[src/rtl/regdump_reader_if.sv]
// regdump_reader_if: register-file read port plus the outbound word stream.
// master = dump engine side, slave = register file / downstream consumer side.
interface regdump_reader_if #(
    parameter int DATA_W = 32,
    parameter int ADR_W  = 5
);
    logic [ADR_W-1:0]  rf_read_adr;
    logic [DATA_W-1:0] rf_read_data;
    logic [DATA_W-1:0] out_data;
    logic [ADR_W-1:0]  out_adr;
    logic              out_valid;
    logic              out_ready;
    logic              out_last;

    modport master (
        output rf_read_adr,
        input  rf_read_data,
        output out_data,
        output out_adr,
        output out_valid,
        output out_last,
        input  out_ready
    );

    modport slave (
        input  rf_read_adr,
        output rf_read_data,
        input  out_data,
        input  out_adr,
        input  out_valid,
        input  out_last,
        output out_ready
    );
endinterface

[src/rtl/regdump_reader.sv]
// regdump_reader: walks registers 0..NUM_REGS-1 and streams them out.
// Optional trailing XOR checksum word when REGDUMP_CHECKSUM_EN is defined.
module regdump_reader #(
    parameter int NUM_REGS = 32,
    parameter int DATA_W   = 32,
    parameter int ADR_W    = 5
) (
    input  logic clk,
    input  logic rst_n,
    input  logic start,
    input  logic abort,
    output logic busy,
    output logic done,
    regdump_reader_if.master bus
);

`ifdef REGDUMP_CHECKSUM_EN
    typedef enum logic [2:0] {
        S_IDLE, S_FETCH, S_SEND, S_CSUM, S_DONE
    } state_t;
`else
    typedef enum logic [2:0] {
        S_IDLE, S_FETCH, S_SEND, S_DONE
    } state_t;
`endif

    localparam logic [ADR_W-1:0] LAST_ADR = ADR_W'(NUM_REGS - 1);

    state_t            state_q, state_d;
    logic [ADR_W-1:0]  cnt_q, cnt_d;
    logic [DATA_W-1:0] data_q, data_d;
    logic [ADR_W-1:0]  adr_q, adr_d;
    logic              last_q, last_d;
`ifdef REGDUMP_CHECKSUM_EN
    logic [DATA_W-1:0] acc_q, acc_d;
`endif

    // State and datapath registers; reset clears everything asynchronously.
    always_ff @(posedge clk or negedge rst_n) begin
        if (!rst_n) begin
            state_q <= S_IDLE;
            cnt_q   <= '0;
            data_q  <= '0;
            adr_q   <= '0;
            last_q  <= 1'b0;
`ifdef REGDUMP_CHECKSUM_EN
            acc_q   <= '0;
`endif
        end else begin
            state_q <= state_d;
            cnt_q   <= cnt_d;
            data_q  <= data_d;
            adr_q   <= adr_d;
            last_q  <= last_d;
`ifdef REGDUMP_CHECKSUM_EN
            acc_q   <= acc_d;
`endif
        end
    end

    // Next-state logic; abort overrides everything, including a handshake.
    always_comb begin
        state_d = state_q;
        cnt_d   = cnt_q;
        data_d  = data_q;
        adr_d   = adr_q;
        last_d  = last_q;
`ifdef REGDUMP_CHECKSUM_EN
        acc_d   = acc_q;
`endif
        if (abort) begin
            state_d = S_IDLE;
        end else begin
            unique case (state_q)
                S_IDLE: begin
                    if (start) begin
                        state_d = S_FETCH;
                        cnt_d   = '0;
`ifdef REGDUMP_CHECKSUM_EN
                        acc_d   = '0;
`endif
                    end
                end
                S_FETCH: begin
                    data_d  = bus.rf_read_data;
                    adr_d   = cnt_q;
`ifdef REGDUMP_CHECKSUM_EN
                    last_d  = 1'b0;
`else
                    last_d  = (cnt_q == LAST_ADR);
`endif
                    state_d = S_SEND;
                end
                S_SEND: begin
                    if (bus.out_ready) begin
`ifdef REGDUMP_CHECKSUM_EN
                        acc_d = acc_q ^ data_q;
`endif
                        if (cnt_q == LAST_ADR) begin
`ifdef REGDUMP_CHECKSUM_EN
                            // Checksum word reuses the output registers.
                            state_d = S_CSUM;
                            data_d  = acc_q ^ data_q;
                            adr_d   = '0;
                            last_d  = 1'b1;
`else
                            state_d = S_DONE;
`endif
                        end else begin
                            cnt_d   = cnt_q + ADR_W'(1);
                            state_d = S_FETCH;
                        end
                    end
                end
`ifdef REGDUMP_CHECKSUM_EN
                S_CSUM: begin
                    if (bus.out_ready) begin
                        state_d = S_DONE;
                    end
                end
`endif
                S_DONE: begin
                    state_d = S_IDLE;
                end
                default: begin
                    state_d = S_IDLE;
                end
            endcase
        end
    end

`ifdef REGDUMP_CHECKSUM_EN
    assign bus.out_valid = (state_q == S_SEND) || (state_q == S_CSUM);
`else
    assign bus.out_valid = (state_q == S_SEND);
`endif
    assign bus.rf_read_adr = cnt_q;
    assign bus.out_data    = data_q;
    assign bus.out_adr     = adr_q;
    assign bus.out_last    = last_q;
    assign busy            = (state_q != S_IDLE);
    assign done            = (state_q == S_DONE);

endmodule

[src/flat_wrapper.sv]
// flat-port wrapper written by rule: the top's interface ports become plain ports
module regdump_reader_flat 
#(
    parameter int NUM_REGS = 32,
    parameter int DATA_W   = 32,
    parameter int ADR_W    = 5
)
  (clk, rst_n, start, abort, busy, done, bus_rf_read_adr, bus_rf_read_data, bus_out_data, bus_out_adr, bus_out_valid, bus_out_last, bus_out_ready);
  regdump_reader_if #(.DATA_W(DATA_W), .ADR_W(ADR_W)) bus_i ();
  input  logic clk;
  input  logic rst_n;
  input  logic start;
  input  logic abort;
  output logic busy;
  output logic done;
  output wire logic [$bits(bus_i.rf_read_adr)-1:0] bus_rf_read_adr;
  input wire logic [$bits(bus_i.rf_read_data)-1:0] bus_rf_read_data;
  output wire logic [$bits(bus_i.out_data)-1:0] bus_out_data;
  output wire logic [$bits(bus_i.out_adr)-1:0] bus_out_adr;
  output wire logic [$bits(bus_i.out_valid)-1:0] bus_out_valid;
  output wire logic [$bits(bus_i.out_last)-1:0] bus_out_last;
  input wire logic [$bits(bus_i.out_ready)-1:0] bus_out_ready;
  assign bus_rf_read_adr = bus_i.rf_read_adr;
  assign bus_i.rf_read_data = bus_rf_read_data;
  assign bus_out_data = bus_i.out_data;
  assign bus_out_adr = bus_i.out_adr;
  assign bus_out_valid = bus_i.out_valid;
  assign bus_out_last = bus_i.out_last;
  assign bus_i.out_ready = bus_out_ready;
  regdump_reader #(.NUM_REGS(NUM_REGS), .DATA_W(DATA_W), .ADR_W(ADR_W)) u_core (.clk(clk), .rst_n(rst_n), .start(start), .abort(abort), .busy(busy), .done(done), .bus(bus_i));
endmodule
[config.mk]
export PLATFORM = sky130hd
export DESIGN_NAME = regdump_reader_flat
export DESIGN_NICKNAME = d
export VERILOG_FILES = /design/src/rtl/regdump_reader_if.sv /design/src/rtl/regdump_reader.sv /design/src/flat_wrapper.sv
export SDC_FILE = /design/constraint.sdc
export NUM_CORES = 1
export LEC_CHECK = 0
export CAP_MARGIN = 20
export CORE_MARGIN = 2
export CORE_UTILIZATION = 23
export DETAILED_ROUTE_END_ITERATION = 10
export GPL_ROUTABILITY_DRIVEN = 0
export SYNTH_ARGS = -nofsm -noshare
export SYNTH_HDL_FRONTEND = slang
export SYNTH_SLANG_ARGS = --single-unit
[constraint.sdc]
create_clock -name clk -period 1.6 [get_ports clk]
set_input_delay 0.16 -clock clk [delete_from_list [all_inputs] [get_ports clk]]
set_output_delay 0.16 -clock clk [all_outputs]
set_load 0.02 [all_outputs]
**Yosys cells after proc, flatten, opt, wreduce, memory -nomap -nowiden**

Cells that the tools add are included.

- Add/subtract/negate cells: 1
- Equal/unequal tests: 9
- Multiplexer cells: 9
- Bitwise gates (word level): 1
- Reductions and logical operators: 6

Operators by type and width:

| operator | number |
|---|---|
| $mux 5 | 3 |
| $pmux 5 s2 | 1 |
| $mux 3 | 3 |
| $pmux 3 s3 | 1 |
| $eq 3x2->1 const B | 2 |
| $add 5x1->5 const B | 1 |
| $eq 5x5->1 const B | 1 |
| $reduce_and 5->1 | 1 |
| $ne 2x2->1 const B | 2 |
| $reduce_and 2->1 | 2 |
| $eq 3x1->1 const B | 1 |
| $logic_not 3->1 | 1 |
| $ne 3x2->1 const B | 1 |
| $ne 3x3->1 const B | 1 |
| $reduce_bool 3->1 | 1 |
| $mux 2 | 1 |
| $ne 2x1->1 const B | 1 |
| $reduce_bool 2->1 | 1 |
| $not 1->1 | 1 |

- Flip-flop bits (word level): 46
- Bits of input ports: 37
- Output and inout bits: 46
- Word-level logic and storage cells: 31

**Longest topological paths before layout**

Gate-level depths: netlist of the first run.

- Word-level depth: 5
- Gate-level depth with buffers: 6
- Gate-level depth less buffers: 6

**Least setup slack after synthesis of the first run**

Ideal clock, no wire load.

- Kind: register to register
- From: register u_core.cnt_q[1] (netlist: u_core.bus.rf_read_adr[1])
- To: register u_core.cnt_q[2] (netlist: u_core.bus.rf_read_adr[2])
- Setup time: 122 ps
- Data arrival time: 1,649 ps
- Data required time: 1,478 ps
- Setup slack: -171 ps
- Stages on the path, launching flop included: 7
- Path buffers: 0
- Period minus slack after synthesis: 1,771 ps
- Cell sequence: dfrtp_1 -> ha_1 -> and3_1 -> ha_1 -> and3b_1 -> o21a_1 -> a32o_1

- Word-level cells in the longest chain between the ends: 4
- Elaborated cells between the ends (all ways): 7
- Those cells by class: 1 x add/sub; 2 x eq/ne; 3 x mux; 1 x reduce/logical

RTL lines:

| item | RTL line | RTL |
|---|---|---|
| from (decl) | regdump_reader.sv:30 | `logic [ADR_W-1:0] cnt_q, cnt_d;` |
| from (signal assigned) | regdump_reader.sv:51 | `cnt_q <= cnt_d;` |
| $add 5x1->5 | regdump_reader.sv:110 | `cnt_d = cnt_q + ADR_W'(1);` |
| $mux 5 | regdump_reader.sv:99 | `if (cnt_q == LAST_ADR) begin` |
| $mux 5 | regdump_reader.sv:95 | `if (bus.out_ready) begin` |
| $pmux 5 s2 | regdump_reader.sv:74 | `unique case (state_q)` |

Parallel ways exist; a longest one is shown, timed or not. The select of a mux whose other input is x is not followed.
A chain may end at the register's enable or synchronous reset.

**Final worst setup path of the first run**

Same ends and word-level chain as after synthesis.

==> results.tsv, run 1 <==
stage	metric	value	unit
final_layout	fillers	812	
setup_path	timing.reg2reg.setup_slack	-0.006	ns
route	met1_length	1950	µm
final_layout	drive_above_1_share	31.6	%
sta	fin_skew	0.00265	ns
final_layout	final_cell_mix	74 x clkdlybuf4s50_1, 43 x dfrtp_1, 20 x mux2_4	
setup_path	critPathKind	register to register	
route	dr_wl_met2	1970	µm
yosys	ys_seq_elements	45	
yosys	synth.top_cell.area_share	59.0	%
route	drt-total-wl	4220	µm
global_routing	antenna_found_initial	0	
setup_path	critPathArrivalTime	1.79	ns
yosys	ys_types	27	
final_layout	antenna_cells	0	
pwr	ir_worst_vdd	0.466	mV
sta	fin_ws	-0.00551	ns
setup_path	rr_endpoint	u_core.bus.rf_read_adr[2]	
sta	hold_viol	0	
floorplan	die_y	95.1	µm
clock_tree	post-cts-setup-buffer-count	0	
route	vias	1349	
yosys	syn-cell-area	0.00191	mm²
sta	post-route-period-util	100	%
clock_tree	htreeDepth	2	
global_routing	grt_max_degree	21	
route	drcViolationCount	0	
route	detail_route.iter0.violations	26	
pwr	leakage	0.00141	µW
sta	final-setup-viol-count	1	
pwr	p_clk_share	18.6	%
route	met3_length	277	µm
final_layout	final_nets	263	
final_layout	final_common_cell	clkdlybuf4s50_1	
route	first_pass_iters	4	
yosys	syn-num-nets	162	
route	wl_per_cell	12.8	µm
yosys	synthCells	123	
outcome	outcome	finished, violations left	
clock_tree	cts_max_path_buffers	2	
yosys	ys_top_cells_by_area	dfrtp_1 59%, mux2_4 16%, mux2_2 11%	
clock_tree	cts_tree	yes	
pwr	seqPwrFrac	42.4	%
global_routing	grt_pass1_vias	1424	
yosys	synth_top_area_cell	dfrtp_1	
outcome	violations	setup timing	
pwr	powerDensity	1160	mW/mm²
pwr	power	3600	µW
yosys	synth.avg_cell_area	15.5	µm²
floorplan	io_pins	83	
pwr	swShare	30.1	%
pwr	switchingPower	1080	µW
floorplan	start_util	23.5	%
setup_path	endpoint_kind	register	
placement	portBuffers	82	
placement	place_ws	-0.0173	ns
clock_tree	cts_root_buffer	clkbuf_8	
floorplan	die_area	0.00904	mm²
setup_path	required	1.78	ns
clock_tree	cts.sinks	45	
global_routing	gr-usage-all-layers	9.41	%
sta	worst_slew_pin_slew	0.360	ns
clock_tree	cts_buffers	5	
clock_tree	worstSkewPairLatency	0.28	ns
yosys	yosysWarnings	0	
final_layout	synthToLayoutAreaGrowth	62.2	%
global_routing	grt.overflow.total	0	
setup_path	worstSetupStartpointType	register	
sta	tns	-0.00551	ns
sta	max_freq	623	MHz
setup_path	rr_startpoint	u_core.bus.rf_read_adr[1]	
floorplan	die_x	95.1	µm
pwr	internal_power	2520	µW
sta	maxSlewHeadroom	76.0	%
yosys	ys_seq_area_share	59.0	%
floorplan	num_rows	33	
setup_path	reg2regPathDepth	6	
global_routing	grt_pass1_wl	6630	µm
sta	period_needed	1.61	ns
sta	maxSlewViolCount	0	
floorplan	fp.coreArea	0.00813	mm²
hold_path	hold_path.class	input port to asynchronous set/reset pin	
sta	rsz0062_at_grt	true	
setup_path	crit_fanout	5	
pwr	power_frac_comb	39.0	%
route	routed.top_layer	met4	
flow_run	max_cap_viol_count	0	
route	drtAntennaViolNets	0	
route	post_drt_via_cell_ratio	4.09	
placement	place_hpwl	3190	µm
clock_tree	cts.clk_slew.worst_paths	0.08	ns
power groups by stage:
| stage | combinational [µW] | sequential [µW] | clock, µW |
|---|---|---|---|
| 2_1_floorplan | 376 | 1870 | 0 |
| 3_3_place_gp | 1420 | 1550 | 0 |
| 3_5_place_dp | 1420 | 1550 | 0 |
| 4_1_cts | 1430 | 1530 | 720 |
| 5_1_grt | 1500 | 1560 | 762 |
| 6_report | 1400 | 1530 | 669 |
per-stage QoR:
stage | hold slack, ns | util (%) | area (µm²) | std cells
after global routing | 0.335 | 38.1 | 3100 | 330
after floorplan | -0.136 | - | 1940 | 123
after CTS | 0.307 | 38.0 | 3090 | 330
final | 0.310 | 38.1 | 3100 | 330
after detailed placement | 0.0973 | 36.8 | 2990 | 321
after global placement | 0.104 | 36.8 | 2990 | 321
synth_stat cells:
library cell,number
mux2_4,20
or2_2,1
nand2b_1,1
nor2_1,1
and3b_1,1
mux2i_1,3
o2111ai_1,1
and2_1,2
o221ai_1,1
nand3b_1,1
ha_1,2
nor2b_1,2
inv_1,6
o21a_1,2
a21oi_1,1
or2b_1,1
and3_1,2
and2b_1,1
o21ai_0,1
buf_2,1
a32o_1,1
o211ai_1,1
buf_6,3
nor2_2,1
nand2_1,3
dfrtp_1,45
mux2_2,18
cells by family (layout without fill, tap and decap cells):
| group | count (synthesis) | count (layout) | share of synthesized area, % |
|---|---|---|---|
| flip-flops | 45 | 45 | 59.0 |
| multiplexers | 41 | 41 | 27.9 |
| AND/OR/NAND/NOR | 17 | 17 | 5.38 |
| buffers and inverters | 10 | 112 | 3.21 |
| AO/OA/AOI/OAI | 8 | 8 | 3.15 |
| adder cells (fa/ha/maj) | 2 | 2 | 1.31 |
sequential cells by signal, indices dropped and copies added, names as in the netlist:
register	flops
u_core.bus.out_data	32
u_core.bus.out_adr	5
u_core.bus.rf_read_adr	5
u_core.state_q	2
u_core.bus.out_last	1
routing by layer:
layer  vias to the layer above  GRT usage (%)
met4                         0           2.54
met5                         -              0
met1                       662           12.1
li1                        633              -
met3                         4           3.00
met2                        50           15.3
critical path, cell delays in order, from the launching register on:
cell and delay [ns]:
dfrtp_2 0.39, ha_4 0.13, and3_4 0.17, ha_4 0.12, and3b_2 0.22, o21a_4 0.25, a32o_1 0.22
cell type report:
class / count / area [µm²] / share of cell area [%]
Clock buffer: 6 / 72.6 / 2.34
Clock inverter: 2 / 10.0 / 0.323
Inverter: 6 / 22.5 / 0.728
Multi-Input combinational cell: 68 / 764 / 24.7
Sequential cell: 45 / 1130 / 36.5
Tap cell: 105 / 131 / 4.24
Timing Repair Buffer: 98 / 966 / 31.2
worst max-delay path by stage:
stage	from	end	slack, ns	cells after the start
floorplan	u_core.bus.rf_read_adr[0]	u_core.bus.rf_read_adr[2]	-0.07	6
global placement	u_core.bus.rf_read_adr[0]	u_core.bus.rf_read_adr[2]	0.009	6
detailed placement	u_core.bus.rf_read_adr[0]	u_core.bus.rf_read_adr[2]	-0.02	6
CTS	u_core.bus.rf_read_adr[0]	u_core.bus.rf_read_adr[2]	-0.005	6
global route	u_core.bus.rf_read_adr[1]	u_core.bus.rf_read_adr[2]	-0.06	6
finish	u_core.bus.rf_read_adr[1]	u_core.bus.rf_read_adr[2]	-0.006	6
repair_timing:
action,in CTS,in global routing
gates cloned,0,0
resized for setup,4,7
setup endpoints to repair,7,10
pin swaps,0,3
endpoints found under the hold margin,14,0
hold buffers,1,0
Power figures use the tool's default switching activity.
==> run 2, diff against run 1 <==
REMOVE_ABC_BUFFERS = 1   (was unset)
SLEW_MARGIN = 15   (was unset)
==> results.tsv, run 2 (synthesis results as in run 1) <==
stage	metric	value	unit	change
outcome	outcome	finished, violations left		unchanged
outcome	violations	setup timing		unchanged
sta	hold_viol	0		unchanged
pwr	switchingPower	1100	µW	was 1080 µW
route	drcViolationCount	0		unchanged
setup_path	reg2regPathDepth	7		was 6
floorplan	die_x	95.1	µm	unchanged
setup_path	rr_startpoint	u_core.bus.rf_read_adr[1]		unchanged
floorplan	start_util	23.5	%	unchanged
clock_tree	cts_root_buffer	clkbuf_8		unchanged
setup_path	crit_fanout	3		was 5
setup_path	endpoint_kind	register		unchanged
final_layout	largest_reg_flops	32		unchanged
global_routing	grt_pass1_wl	6890	µm	was 6630 µm
pwr	swShare	29.9	%	was 30.1%
sta	final-setup-viol-count	4		was 1
placement	place_ws	-0.108	ns	was -0.0173 ns
clock_tree	cts.clk_slew.worst_paths	0.08	ns	about the same
sta	max_freq	609	MHz	was 623 MHz
placement	dpl-instance-area	0.00296	mm²	was 0.00299 mm²
setup_path	startpoint	u_core.bus.rf_read_adr[1]		unchanged
floorplan	die_area	0.00904	mm²	unchanged
pwr	seqPwrFrac	41.5	%	was 42.4%
global_routing	grt_pass1_vias	1473		was 1,424
route	post_drt_via_cell_ratio	4.07		was 4.09
route	vias	1342		was 1,349
setup_path	required	1.82	ns	was 1.78 ns
placement	portBuffers	82		unchanged
sta	fin_ws	-0.0426	ns	was -0.00551 ns
setup_path	critPathArrivalTime	1.86	ns	was 1.79 ns
pwr	p_clk_share	19.6	%	was 18.6%
sta	tns	-0.113	ns	was -0.00551 ns
pwr	leakage	0.00142	µW	was 0.00141 µW
sta	maxSlewHeadroom	68.4	%	was 76.0%
global_routing	grt_max_degree	24		was 21
clock_tree	worstSkewPairLatency	0.29	ns	was 0.28 ns
sta	rsz0062_at_grt	true		unchanged
pwr	ir_worst_vdd	0.559	mV	was 0.466 mV
route	wl_per_cell	13.4	µm	was 12.8 µm
setup_path	timing.reg2reg.setup_slack	-0.04	ns	was -0.006 ns
sta	maxSlewViolCount	0		unchanged
setup_path	cp-endpoint	u_core.bus.rf_read_adr[1]		was u_core.bus.rf_read_adr[2]
route	first_pass_iters	4		unchanged
final_layout	drive_above_1_share	30.7	%	was 31.6%
setup_path	critPathKind	register to register		unchanged
sta	fin_skew	0.00420	ns	was 0.00265 ns
route	drt-total-wl	4410	µm	was 4220 µm
floorplan	die_y	95.1	µm	unchanged
global_routing	grt.overflow.total	0		unchanged
setup_path	rr_endpoint	u_core.bus.rf_read_adr[1]		was u_core.bus.rf_read_adr[2]
hold_path	hold_path.class	input port to asynchronous set/reset pin		unchanged
clock_tree	cts.sinks	45		unchanged
global_routing	gr-usage-all-layers	9.84	%	was 9.41%
setup_path	worstSetupStartpointType	register		unchanged
global_routing	antenna_found_initial	0		unchanged
final_layout	final_nets	264		was 263
final_layout	final_cell_area	0.00312	mm²	was 0.00310 mm²
sta	worst_slew_pin_slew	0.474	ns	was 0.360 ns
route	detail_route.iter0.violations	31		was 26
final_layout	synthToLayoutAreaGrowth	63.5	%	was 62.2%
sta	holdWs	0.349	ns	was 0.310 ns
pwr	internal_power	2570	µW	was 2520 µW
clock_tree	htreeDepth	2		unchanged
clock_tree	cts_tree	yes		unchanged
clock_tree	cts_buffers	5		unchanged
route	drtAntennaViolNets	0		unchanged
final_layout	final_cell_mix	74 x clkdlybuf4s50_1, 45 x dfrtp_1, 20 x mux2_4		was 74 x clkdlybuf4s50_1, 43 x dfrtp_1, 20 x mux2_4
pwr	power_frac_comb	38.9	%	was 39.0%
flow_run	max_cap_viol_count	0		unchanged
final_layout	finish.utilization	38.3	%	was 38.1%
placement	place_hpwl	3130	µm	was 3190 µm
floorplan	fp.coreArea	0.00813	mm²	unchanged
pwr	powerDensity	1170	mW/mm²	was 1160 mW/mm²
sta	period_needed	1.64	ns	was 1.61 ns
final_layout	final_common_cell	clkdlybuf4s50_1		unchanged
clock_tree	cts_max_path_buffers	2		unchanged
floorplan	num_rows	33		unchanged
floorplan	io_pins	83		unchanged
final_layout	antenna_cells	0		unchanged
sta	post-route-period-util	103	%	was 100%
==> run 2: changes by cell type in the layout (fill, tap and decap cells not counted), sizes merged <==
cell	change
clkinv	-2
clkbuf	+1
buf	+1
==> run 2: worst min-delay path by stage <==
| stage | cells past startpoint | slack (ns) | start | to |
|---|---|---|---|---|
| after floorplan | 0 | -0.14 | rst_n | u_core.bus.out_adr[0] |
| after global placement | 1 | 0.14 | rst_n | u_core.bus.out_data[10] |
| after detailed placement | 1 | 0.15 | rst_n | u_core.bus.out_data[10] |
| after CTS | 2 | 0.36 | rst_n | u_core.bus.out_data[12] |
| after global routing | 2 | 0.40 | rst_n | u_core.bus.out_data[12] |
| final | 2 | 0.35 | rst_n | u_core.bus.out_data[12] |
==> run 2: per-stage QoR <==
stage               total power (µW)  std cells
floorplan                       2240        119
global placement                2960        319
detailed placement              2970        319
CTS                             3720        329
global route                    3870        330
finish                          3670        330
==> run 2: repair_timing <==
action | in CTS | in global routing
pin swaps | 3 | 2
gates resized for setup | 10 | 6
setup buffers | 2 | 1
endpoints found under the hold margin | 17 | 0
endpoints found under the setup margin | 7 | 10
hold buffers | 1 | 0
==> run 2: per-layer routing <==
layer / GRT usage (%) / vias to the layer above / routed length [µm]
met5: 0 / - / 0
met2: 16.3 / 61 / 2020
li1: - / 626 / -
met4: 2.05 / 0 / 23
met1: 12.4 / 651 / 1970
met3: 3.56 / 4 / 398
==> run 2: power by group through the flow <==
stage,sequential [µW],combinational (µW),clock [µW]
CTS,1530,1440,754
global placement,1540,1420,0
finish,1520,1420,718
floorplan,1870,369,0
detailed placement,1550,1430,0
global route,1560,1510,802
==> run 2: cell type report <==
type | count | area, µm²
Fill cell | 801 | 5010
Sequential cell | 45 | 1130
Tap cell | 105 | 131
Timing Repair Buffer | 99 | 998
Inverter | 6 | 22.5
Multi-Input combinational cell | 68 | 754
Clock buffer | 7 | 86.3
==> run 2: worst max-delay path: stages, from the launching register on <==
cell and delay, ns:
dfrtp_1 0.40, ha_2 0.19, and3_4 0.15, ha_4 0.15, and3b_2 0.26, o21a_4 0.15, buf_12 0.11, mux2i_1 0.17
